## src/rtl/block_draw_ctrl.sv

```systemverilog
// block_draw_ctrl: sequences a 4x4 block draw (optionally erasing the previous block first).
// Ports: clk/resetn; req_valid/req_ready/req_x/req_y/req_colour request side;
// dp_x/dp_y/dp_colour/dp_count_en/dp_done datapath side; plot, busy, draw_done status.
// Optional feature: define BLOCK_DRAW_ERASE_EN to repaint the previous block in BG_COLOUR.
module block_draw_ctrl #(
    parameter logic [2:0] BG_COLOUR = 3'b000,
    parameter logic [7:0] X_MAX     = 8'd156
) (
    input  logic       clk,
    input  logic       resetn,
    input  logic       req_valid,
    output logic       req_ready,
    input  logic [7:0] req_x,
    input  logic [6:0] req_y,
    input  logic [2:0] req_colour,
    output logic [7:0] dp_x,
    output logic [6:0] dp_y,
    output logic [2:0] dp_colour,
    output logic       dp_count_en,
    input  logic       dp_done,
    output logic       plot,
    output logic       busy,
    output logic       draw_done
);

    typedef enum logic [1:0] {
        IDLE,
`ifdef BLOCK_DRAW_ERASE_EN
        ERASE,
`endif
        DRAW,
        FINISH
    } state_t;

    state_t     state;
    state_t     state_nxt;
    logic [7:0] cur_x;
    logic [6:0] cur_y;
    logic [2:0] cur_colour;
    logic [7:0] x_clamped;
    logic       accept;

    assign x_clamped = (req_x > X_MAX) ? X_MAX : req_x;
    assign accept    = (state == IDLE) && req_valid;

`ifdef BLOCK_DRAW_ERASE_EN
    logic [7:0] prev_x;
    logic [6:0] prev_y;
    logic       prev_valid;

    always_ff @(posedge clk or negedge resetn) begin
        if (!resetn) begin
            prev_x     <= '0;
            prev_y     <= '0;
            prev_valid <= 1'b0;
        end else if (state == DRAW && dp_done) begin
            prev_x     <= cur_x;
            prev_y     <= cur_y;
            prev_valid <= 1'b1;
        end
    end
`else
    logic unused_bg;
    assign unused_bg = ^BG_COLOUR;
`endif

    always_ff @(posedge clk or negedge resetn) begin
        if (!resetn) begin
            state      <= IDLE;
            cur_x      <= '0;
            cur_y      <= '0;
            cur_colour <= '0;
        end else begin
            state <= state_nxt;
            if (accept) begin
                cur_x      <= x_clamped;
                cur_y      <= req_y;
                cur_colour <= req_colour;
            end
        end
    end

    // dp_* follow the latched request except during erase; the latch only
    // updates on the accepting edge, so IDLE/FINISH hold the last drawn values.
    always_comb begin
        state_nxt   = state;
        req_ready   = 1'b0;
        plot        = 1'b0;
        dp_count_en = 1'b0;
        busy        = 1'b1;
        draw_done   = 1'b0;
        dp_x        = cur_x;
        dp_y        = cur_y;
        dp_colour   = cur_colour;
        unique case (state)
            IDLE: begin
                req_ready = 1'b1;
                busy      = 1'b0;
                if (req_valid) begin
`ifdef BLOCK_DRAW_ERASE_EN
                    state_nxt = prev_valid ? ERASE : DRAW;
`else
                    state_nxt = DRAW;
`endif
                end
            end
`ifdef BLOCK_DRAW_ERASE_EN
            ERASE: begin
                dp_x        = prev_x;
                dp_y        = prev_y;
                dp_colour   = BG_COLOUR;
                plot        = 1'b1;
                dp_count_en = 1'b1;
                if (dp_done) state_nxt = DRAW;
            end
`endif
            DRAW: begin
                plot        = 1'b1;
                dp_count_en = 1'b1;
                if (dp_done) state_nxt = FINISH;
            end
            FINISH: begin
                draw_done = 1'b1;
                state_nxt = IDLE;
            end
            default: state_nxt = IDLE;
        endcase
    end

endmodule

```

## config.mk

```make
export PLATFORM = sky130hd
export DESIGN_NAME = block_draw_ctrl
export DESIGN_NICKNAME = d
export VERILOG_FILES = /design/src/rtl/block_draw_ctrl.sv
export SDC_FILE = /design/constraint.sdc
export NUM_CORES = 1
export LEC_CHECK = 0
export ABC_AREA = 1
export BUFFER_PORTS_ARGS = -buffer_cell sky130_fd_sc_hd__buf_4
export CORE_MARGIN = 2
export CORE_UTILIZATION = 47
export CTS_CLUSTER_SIZE = 8
export DETAILED_ROUTE_END_ITERATION = 6
export PLACE_DENSITY = 0.82
export SYNTH_ARGS = -nofsm -noshare
export SYNTH_HDL_FRONTEND = slang
export SYNTH_SLANG_ARGS = --single-unit
```

## constraint.sdc

```tcl
create_clock -name clk -period 3.2 [get_ports clk]
set_input_delay 0.16 -clock clk [delete_from_list [all_inputs] [get_ports clk]]
set_output_delay 0.16 -clock clk [all_outputs]
set_load 0.05 [all_outputs]
```

==> impl_metrics.toml, run 1 <==
[placement]
portBuffers = 44
dp.cells = 168
dpl-instance-area_sq_um = 1200
dp_hpwl_um = 1380
gp_congestion = 0.716
place_ws_ns = 1.89

[critical_path]
critPathKind = "flip-flop to primary output"
critPathSlowestCell = "dfrtp_1"
end_kind = "primary output"
r2r.worst_path.cells = 6
critPathMaxStageDelay_ns = 0.43
timing.rr.start = "state[1]$_DFFE_PN0P_"
r2r_end = "dp_x[2]$_DFFE_PN0P_"
cp_cell_sequence = "inv_1 -> nor2_1 -> buf_4"
cp_num_buf_inv = 2
worstPathRequired_ns = 3.04
critPathMaxFanout = 3
critPathTopFamily = "flip-flops"
worstPathArrival_ns = 1.22
path_depth = 3
reg2reg_slack_ns = 1.90
crit_path_start_kind = "flip-flop"

[timing]
holdWs_ns = 0.0511
relSlewSlack_pct = 82.6
setup_viol = 0
hold_viol = 0
slew_viol_final = 0
max_freq_mhz = 722
fin_crit_ns = 1.38
finalCritPeriodShare_pct = 43.3
setup_tns_ns = 0
rsz0062_at_grt = "false"
fin_skew_ns = 0.00129
worstMarginPinSlew_ns = 0.260
fin_ws_ns = 1.82

[detailed_routing]
wire_per_inst_um = 10.6
drc_errors = 0
drtIter0Drc = 10
vias = 798
vias_per_cell = 4.61
ant_nets = 0
wirelength_um = 1830
first_pass_iters = 2

[logic_synthesis]
synth_cells = 103
avgSynthCellArea_sq_um = 8.49
syn_nets = 125
synth_seq_cells = 20
synth_cell_types = 16
yosysTopAreaCell = "dfrtp_1"
synth.area.top_cells = "dfrtp_1 57%, nand2_1 22%, o21ai_1 3.4%, buf_6 2.6%, inv_1 2.6%"
synth_top_area_share_pct = 57.2
yosys_warnings = 0
yosysSeqAreaShare_pct = 57.2
syn_area_sq_um = 875

[clock_network]
worstSkewPairLatency_ns = 0.29
clockBufferDepth = 2
path_clk_slew_ns = 0.11
postCtsSetupRepairBufs = 0
tritoncts = "built"
cts_buffers = 3
cts_max_level = 1
ctsResizeCount = 0
clockRootBuffer = "clkbuf_4"
cts_sinks = 20
hold_buffers = 1

[final_layout]
fin_nets = 171
antennaDiodeCount = 0
regArea_sq_um = 500
multi_input_area_sq_um = 313
fin_util_pct = 71.5
stdcell_count = 173
final_area_sq_um = 1250
fill_cells = 149
drive_above_1_share_pct = 35.8
area_growth_pct = 42.6
final_common_cell = "nand2_1"
final_cell_mix = "51 x nand2_1, 44 x buf_4, 20 x dfrtp_1, 6 x inv_1, 6 x o21ai_1"

[min_path]
worstHoldPathCells = 3
hp-class = "primary input to flip-flop"
worstHoldStart = "req_y[3]"
whs_endpoint = "dp_y[3]$_DFFE_PN0P_"

[grt]
grt_start_max_net_pins = 22
track_usage_pct = 18.3
antenna_found_initial = 0
grt_overflow = 0
grt_pass1_vias = 682
grt_pass1_wl_um = 2840

[power]
power_mw = 1.30
p_leak_nw = 0.697
power.density_nw_per_um2 = 1040
ir_drop_mv = 0.692

[floorplanning]
die_area_sq_um = 2220
die_w_um = 47.1
initial_core_util_pct = 50.1
rows = 15
io_pins = 45
die_h_um = 47.1
coreArea_sq_um = 1750

[run]
maxCapViolations = 0

[outcome]
status = "complete, no violations"
-- layer usage --
layer | vias to the layer above | part of all wire (%) | GRT usage [%] | wire (um)
met4 | 0 | 1.0 | 10.0 | 19
met2 | 23 | 53 | 29.6 | 973
met5 | - | 0 | 0 | 0
met1 | 366 | 42 | 23.5 | 767
met3 | 2 | 4.0 | 3.08 | 73
li1 | 407 | - | - | -
-- worst min-delay path: cells and delay by family --
kind	cells	cell delay [ns]
simple gates	2	0.08
buf+inv	1	0.07
-- layout make-up --
type | instances | area share, %
Sequential cell | 20 | 40.1
Inverter | 7 | 2.11
Tap cell | 25 | 2.51
Timing Repair Buffer | 45 | 27.3
Clock buffer | 4 | 2.91
Multi-Input combinational cell | 72 | 25.1
-- registers in the layout (all words and copies together) (netlist names) --
| signal | count |
|---|---|
| dp_x | 8 |
| dp_y | 7 |
| state | 2 |
| dp_colour | 3 |
-- Yosys cell counts --
library cell  count
buf_4             1
nand2_4           1
or2_1             3
nor2_4            1
nor2_1            4
nor3_1            1
o21bai_1          1
nor2_2            2
inv_1             6
inv_2             1
o21ai_1           6
nand3_1           2
buf_2             1
buf_6             2
nand2_1          51
dfrtp_1          20
-- logic make-up (layout without fill, tap and decap cells) --
logic type / count (synthesis) / after routing / share of synthesized area (%)
compound gates: 7 / 7 / 4.29
buf+inv: 11 / 56 / 7.01
flops: 20 / 20 / 57.2
simple gates: 65 / 65 / 31.5
-- where the power goes --
| part | total, mW | internal, mW | switching, mW |
|---|---|---|---|
| logic | 0.750 | 0.211 | 0.538 |
| registers | 0.402 | 0.347 | 0.0557 |
| clock network | 0.143 | 0.0693 | 0.0740 |
-- worst max-delay path by stage --
stage                         startpoint                   to  slack [ns]
global route        state[0]$_DFFE_PN0P_                 plot        1.74
CTS                 state[0]$_DFFE_PN0P_          dp_count_en        1.80
floorplan           state[0]$_DFFE_PN0P_                 plot        1.54
global placement    state[1]$_DFFE_PN0P_  dp_x[3]$_DFFE_PN0P_        1.95
finish              state[0]$_DFFE_PN0P_          dp_count_en        1.82
detailed placement  state[1]$_DFFE_PN0P_  dp_x[2]$_DFFE_PN0P_        1.89
Power figures use the tool's default switching activity.
==> inputs of run 2 (changes only) <==
- CORE_UTILIZATION: 47 -> 39
- PLACE_DENSITY: 0.82 -> 0.73
- clock period: 3.2 -> 1.2 ns (I/O delays scaled with it)
==> impl_metrics.toml, run 2 (synthesis gave the netlist of run 1 again) <==
[power]
pwr-share-seq_pct = 30.9
clockPowerShare_pct = 8.3
intPower_mw = 1.73
power.density_nw_per_um2 = 2480
comb_power_share_pct = 60.8
p_leak_nw = 0.764
p_sw_mw = 1.82
ir_drop_mv = 1.49
swShare_pct = 51.3

[grt]
top_usage_layer = "met2"
track_usage_pct = 18.3
antenna_found_initial = 0
met3_usage_pct = 2.92
use_met2_pct = 35.7
grt_overflow = 0
grt_pass1_vias = 880
grt_pass1_wl_um = 3570
grt.met1_usage_pct = 20.0
grt_start_max_net_pins = 21

[critical_path]
critPathKind = "flip-flop to primary output"
critPathTopFamily = "flip-flops"
timing.rr.start = "state[0]$_DFFE_PN0P_"
critPathMaxFanout = 3
critPathLaunch = "state[0]$_DFFE_PN0P_"
r2r.worst_path.cells = 6
worstPathRequired_ns = 1.14
cp_cell_sequence = "nor2_4 -> buf_4"
crit_path_start_kind = "flip-flop"
path_depth = 2
cp_num_buf_inv = 1
end_kind = "primary output"
worstSetupEndpoint = "req_ready"
worstPathArrival_ns = 1.10
reg2reg_slack_ns = 0.08
critPathSlowestCell = "dfrtp_2"
critPathMaxStageDelay_ns = 0.45
r2r_end = "dp_y[4]$_DFFE_PN0P_"

[clock_network]
clockBufferDepth = 2
clockRootBuffer = "clkbuf_4"
cts_sinks = 20
tritoncts = "built"
worstSkewPairLatency_ns = 0.28
cts_max_level = 1
path_clk_slew_ns = 0.10
cts_buffers = 3

[placement]
dp_hpwl_um = 1510
gp_congestion = 0.740
dp.cells = 173
portBuffers = 44

[detailed_routing]
first_pass_iters = 2
vias_per_cell = 4.49
vias = 857
wire_per_inst_um = 11.3
ant_nets = 0
drc_errors = 0
drtIter0Drc = 1
wirelength_um = 2160

[floorplanning]
die_w_um = 51.4
io_pins = 45
die_area_sq_um = 2640
die_h_um = 51.4
coreArea_sq_um = 2170
initial_core_util_pct = 40.3
rows = 17

[final_layout]
fill_cells = 196
final_common_cell = "nand2_1"
fin_nets = 187
stdcell_count = 191
drive_above_1_share_pct = 38.7
largest_reg_flops = 8
final_cell_mix = "51 x nand2_1, 44 x buf_4, 18 x dfrtp_1, 12 x dlygate4sd3_1, 6 x o21ai_1"
antennaDiodeCount = 0
area_growth_pct = 63.2
fin_util_pct = 65.8

[timing]
setup_viol = 0
hold_viol = 0
slew_viol_final = 0
worstMarginPinSlew_ns = 0.244
finalCritPeriodShare_pct = 96.3
fin_crit_ns = 1.16
relSlewSlack_pct = 83.7
fin_skew_ns = 0.00214
setup_tns_ns = 0
max_freq_mhz = 865

[outcome]
status = "complete, no violations"

[min_path]
hp-class = "primary input to flip-flop"

[run]
maxCapViolations = 0
==> run 2: stage by stage <==
| stage | cell area (sq um) | hold WS, ns | power, mW | setup slack (ns) |
|---|---|---|---|---|
| floorplan | 880 | -0.236 | 2.51 | -0.0886 |
| global placement | 1230 | -0.0537 | 3.13 | 0.108 |
| detailed placement | 1230 | -0.0470 | 3.15 | 0.0743 |
| CTS | 1390 | 0.0274 | 3.52 | 0.0179 |
| global route | 1430 | 0.0254 | 3.75 | -0.00373 |
| finish | 1430 | 0.0362 | 3.54 | 0.0439 |
==> run 2: cell type report <==
class                           count  area (sq um)  area share [%]
Clock buffer                        3          22.5            1.58
Inverter                            7          28.8            2.02
Multi-Input combinational cell     72           323            22.6
Sequential cell                    20           503            35.2
Tap cell                           28          35.0            2.45
Timing Repair Buffer               61           515            36.1
==> run 2: repair_timing <==
action	in CTS	in global routing
buffers inserted	0	3
hold endpoints to repair	31	0
gates resized for setup	5	6
hold buffers	12	0
endpoints found under the setup margin	2	18
==> run 2: worst register-to-register path, delay by kind of cell (launching register included) <==
kind,cells,cell delay (ns)
flip-flops,1,0.45
buffers and inverters,2,0.24
AND/OR/NAND/NOR,4,0.36
==> run 2: layer usage <==
layer / share of wire [%] / wire [um]
met5: 0 / 0
met4: 0 / 0
met3: 6.2 / 134
met2: 53 / 1150
met1: 41 / 876
==> run 2: how the worst min path moves through the flow <==
stage / from / endpoint / slack, ns / cells after the start
2_1_floorplan: resetn / dp_colour[0]$_DFFE_PN0P_ / -0.24 / 0
3_3_place_gp: resetn / dp_y[1]$_DFFE_PN0P_ / -0.05 / 1
3_5_place_dp: resetn / dp_y[4]$_DFFE_PN0P_ / -0.05 / 1
4_1_cts: req_x[1] / dp_x[1]$_DFFE_PN0P_ / 0.03 / 3
5_1_grt: req_x[1] / dp_x[1]$_DFFE_PN0P_ / 0.03 / 3
6_report: req_x[1] / dp_x[1]$_DFFE_PN0P_ / 0.04 / 3
==> run 2: power groups by stage <==
| stage | clock network (mW) | registers (mW) | logic (mW) |
|---|---|---|---|
| 2_1_floorplan | 0 | 1.92 | 0.594 |
| 3_3_place_gp | 0 | 1.09 | 2.04 |
| 3_5_place_dp | 0 | 1.09 | 2.06 |
| 4_1_cts | 0.317 | 1.09 | 2.12 |
| 5_1_grt | 0.336 | 1.13 | 2.28 |
| 6_report | 0.293 | 1.09 | 2.16 |
==> inputs of run 3 (changes only) <==
- CORE_UTILIZATION: 39 -> 47
- PLACE_DENSITY: 0.73 -> default
- PLACE_DENSITY_LB_ADDON: default -> 0.3
- clock period: 1.2 -> 1.5 ns (I/O delays scaled with it)
==> impl_metrics.toml, run 3 (synthesis gave the netlist of run 1 again) <==
[power]
power.density_nw_per_um2 = 2050
ir_drop_mv = 1.36
p_leak_nw = 0.732

[placement]
portBuffers = 44
dp.cells = 168
dpl-instance-area_sq_um = 1200
dp_hpwl_um = 1460
gp_congestion = 0.725

[clock_network]
worstSkewPairLatency_ns = 0.29
cts_sinks = 20
postCtsSetupRepairBufs = 0
ctsResizeCount = 0
clockRootBuffer = "clkbuf_4"
path_clk_slew_ns = 0.10
cts_max_level = 1
clockBufferDepth = 2
hold_buffers = 11
cts_buffers = 3
tritoncts = "built"

[detailed_routing]
wire_per_inst_um = 12.3
wirelength_um = 2240
drtIter0Drc = 27
vias_per_cell = 4.73
first_pass_iters = 4
vias = 861
drc_errors = 0
ant_nets = 0

[critical_path]
end_kind = "flip-flop"
timing.rr.start = "state[1]$_DFFE_PN0P_"
critPathSlowestCell = "dfrtp_1"
critPathMaxFanout = 21
r2r_end = "dp_x[2]$_DFFE_PN0P_"
worstPathRequired_ns = 1.70
worstPathArrival_ns = 1.54
critPathLaunch = "state[1]$_DFFE_PN0P_"
reg2reg_slack_ns = 0.16
critPathKind = "flip-flop to flip-flop"
critPathMaxStageDelay_ns = 0.45
r2r.worst_path.cells = 6
crit_path_start_kind = "flip-flop"
cp_cell_sequence = "nor2_4 -> nand2_4 -> inv_2 -> or2_1 -> nand2_1 -> inv_1"
worstSetupEndpoint = "dp_x[2]$_DFFE_PN0P_"

[grt]
antenna_found_initial = 0
grt_pass1_vias = 814
grt_start_max_net_pins = 22
grt_pass1_wl_um = 3610
grt_overflow = 0
track_usage_pct = 24.0

[timing]
fin_skew_ns = 0.00205
slew_viol_final = 0
rsz0062_at_grt = "false"
holdWs_ns = 0.0201
finalCritPeriodShare_pct = 89.4
setup_viol = 0
setup_tns_ns = 0
hold_viol = 0
worstMarginPinSlew_ns = 0.255
relSlewSlack_pct = 83.0
max_freq_mhz = 746
fin_crit_ns = 1.34

[final_layout]
antennaDiodeCount = 0
final_area_sq_um = 1340
stdcell_count = 182
final_common_cell = "nand2_1"
drive_above_1_share_pct = 33.8
fin_nets = 181
final_cell_mix = "51 x nand2_1, 44 x buf_4, 20 x dfrtp_1, 11 x dlygate4sd3_1"
largest_reg_flops = 8
area_growth_pct = 52.8

[min_path]
hp-class = "primary input to flip-flop"
worstHoldPathCells = 3

[floorplanning]
die_h_um = 47.1
rows = 15
die_w_um = 47.1
die_area_sq_um = 2220
initial_core_util_pct = 50.1
coreArea_sq_um = 1750
io_pins = 45

[run]
maxCapViolations = 0

[outcome]
status = "complete, no violations"
run 3: how the worst min path moves through the flow:
stage,end,startpoint
after detailed placement,dp_colour[2]$_DFFE_PN0P_,resetn
after CTS,state[1]$_DFFE_PN0P_,dp_done
after global placement,dp_colour[2]$_DFFE_PN0P_,resetn
after global routing,dp_x[5]$_DFFE_PN0P_,req_x[5]
after floorplan,dp_colour[0]$_DFFE_PN0P_,resetn
final,state[1]$_DFFE_PN0P_,dp_done
run 3: final cells by class:
class / count / area (sq um)
repair buffers: 55 / 440
flip-flops and latches: 20 / 500
multi-input cells: 72 / 315
clock buffers: 3 / 22.5
well taps: 25 / 31.3
inverters: 7 / 26.3
fillers: 125 / 409
run 3: layer usage:
| metal | track usage (%) | vias to the layer above | wire length [um] |
|---|---|---|---|
| li1 | - | 418 | - |
| met1 | 27.1 | 413 | 834 |
| met2 | 45.5 | 28 | 1280 |
| met3 | 3.46 | 2 | 105 |
| met4 | 8.33 | 0 | 14 |
| met5 | 0 | - | 0 |
run 3: metrics by stage:
stage	utilization (%)	setup slack (ns)	power, mW
final	76.6	0.159	2.74
after global routing	76.6	0.0526	2.90
after global placement	69.0	0.228	2.46
after floorplan	-	0.195	2.01
after CTS	76.6	0.134	2.75
after detailed placement	69.0	0.159	2.49
run 3: worst max-delay path, delay by kind of cell, from the launching register on:
kind / cells / cell delay [ns]
simple gates: 4 / 0.57
buf+inv: 2 / 0.22
flops: 1 / 0.45
run 3: power by group:
group	leakage, nW	internal (mW)	switching, mW
logic	0.473	0.469	1.16
clock network	0.0138	0.0934	0.151
registers	0.245	0.740	0.128
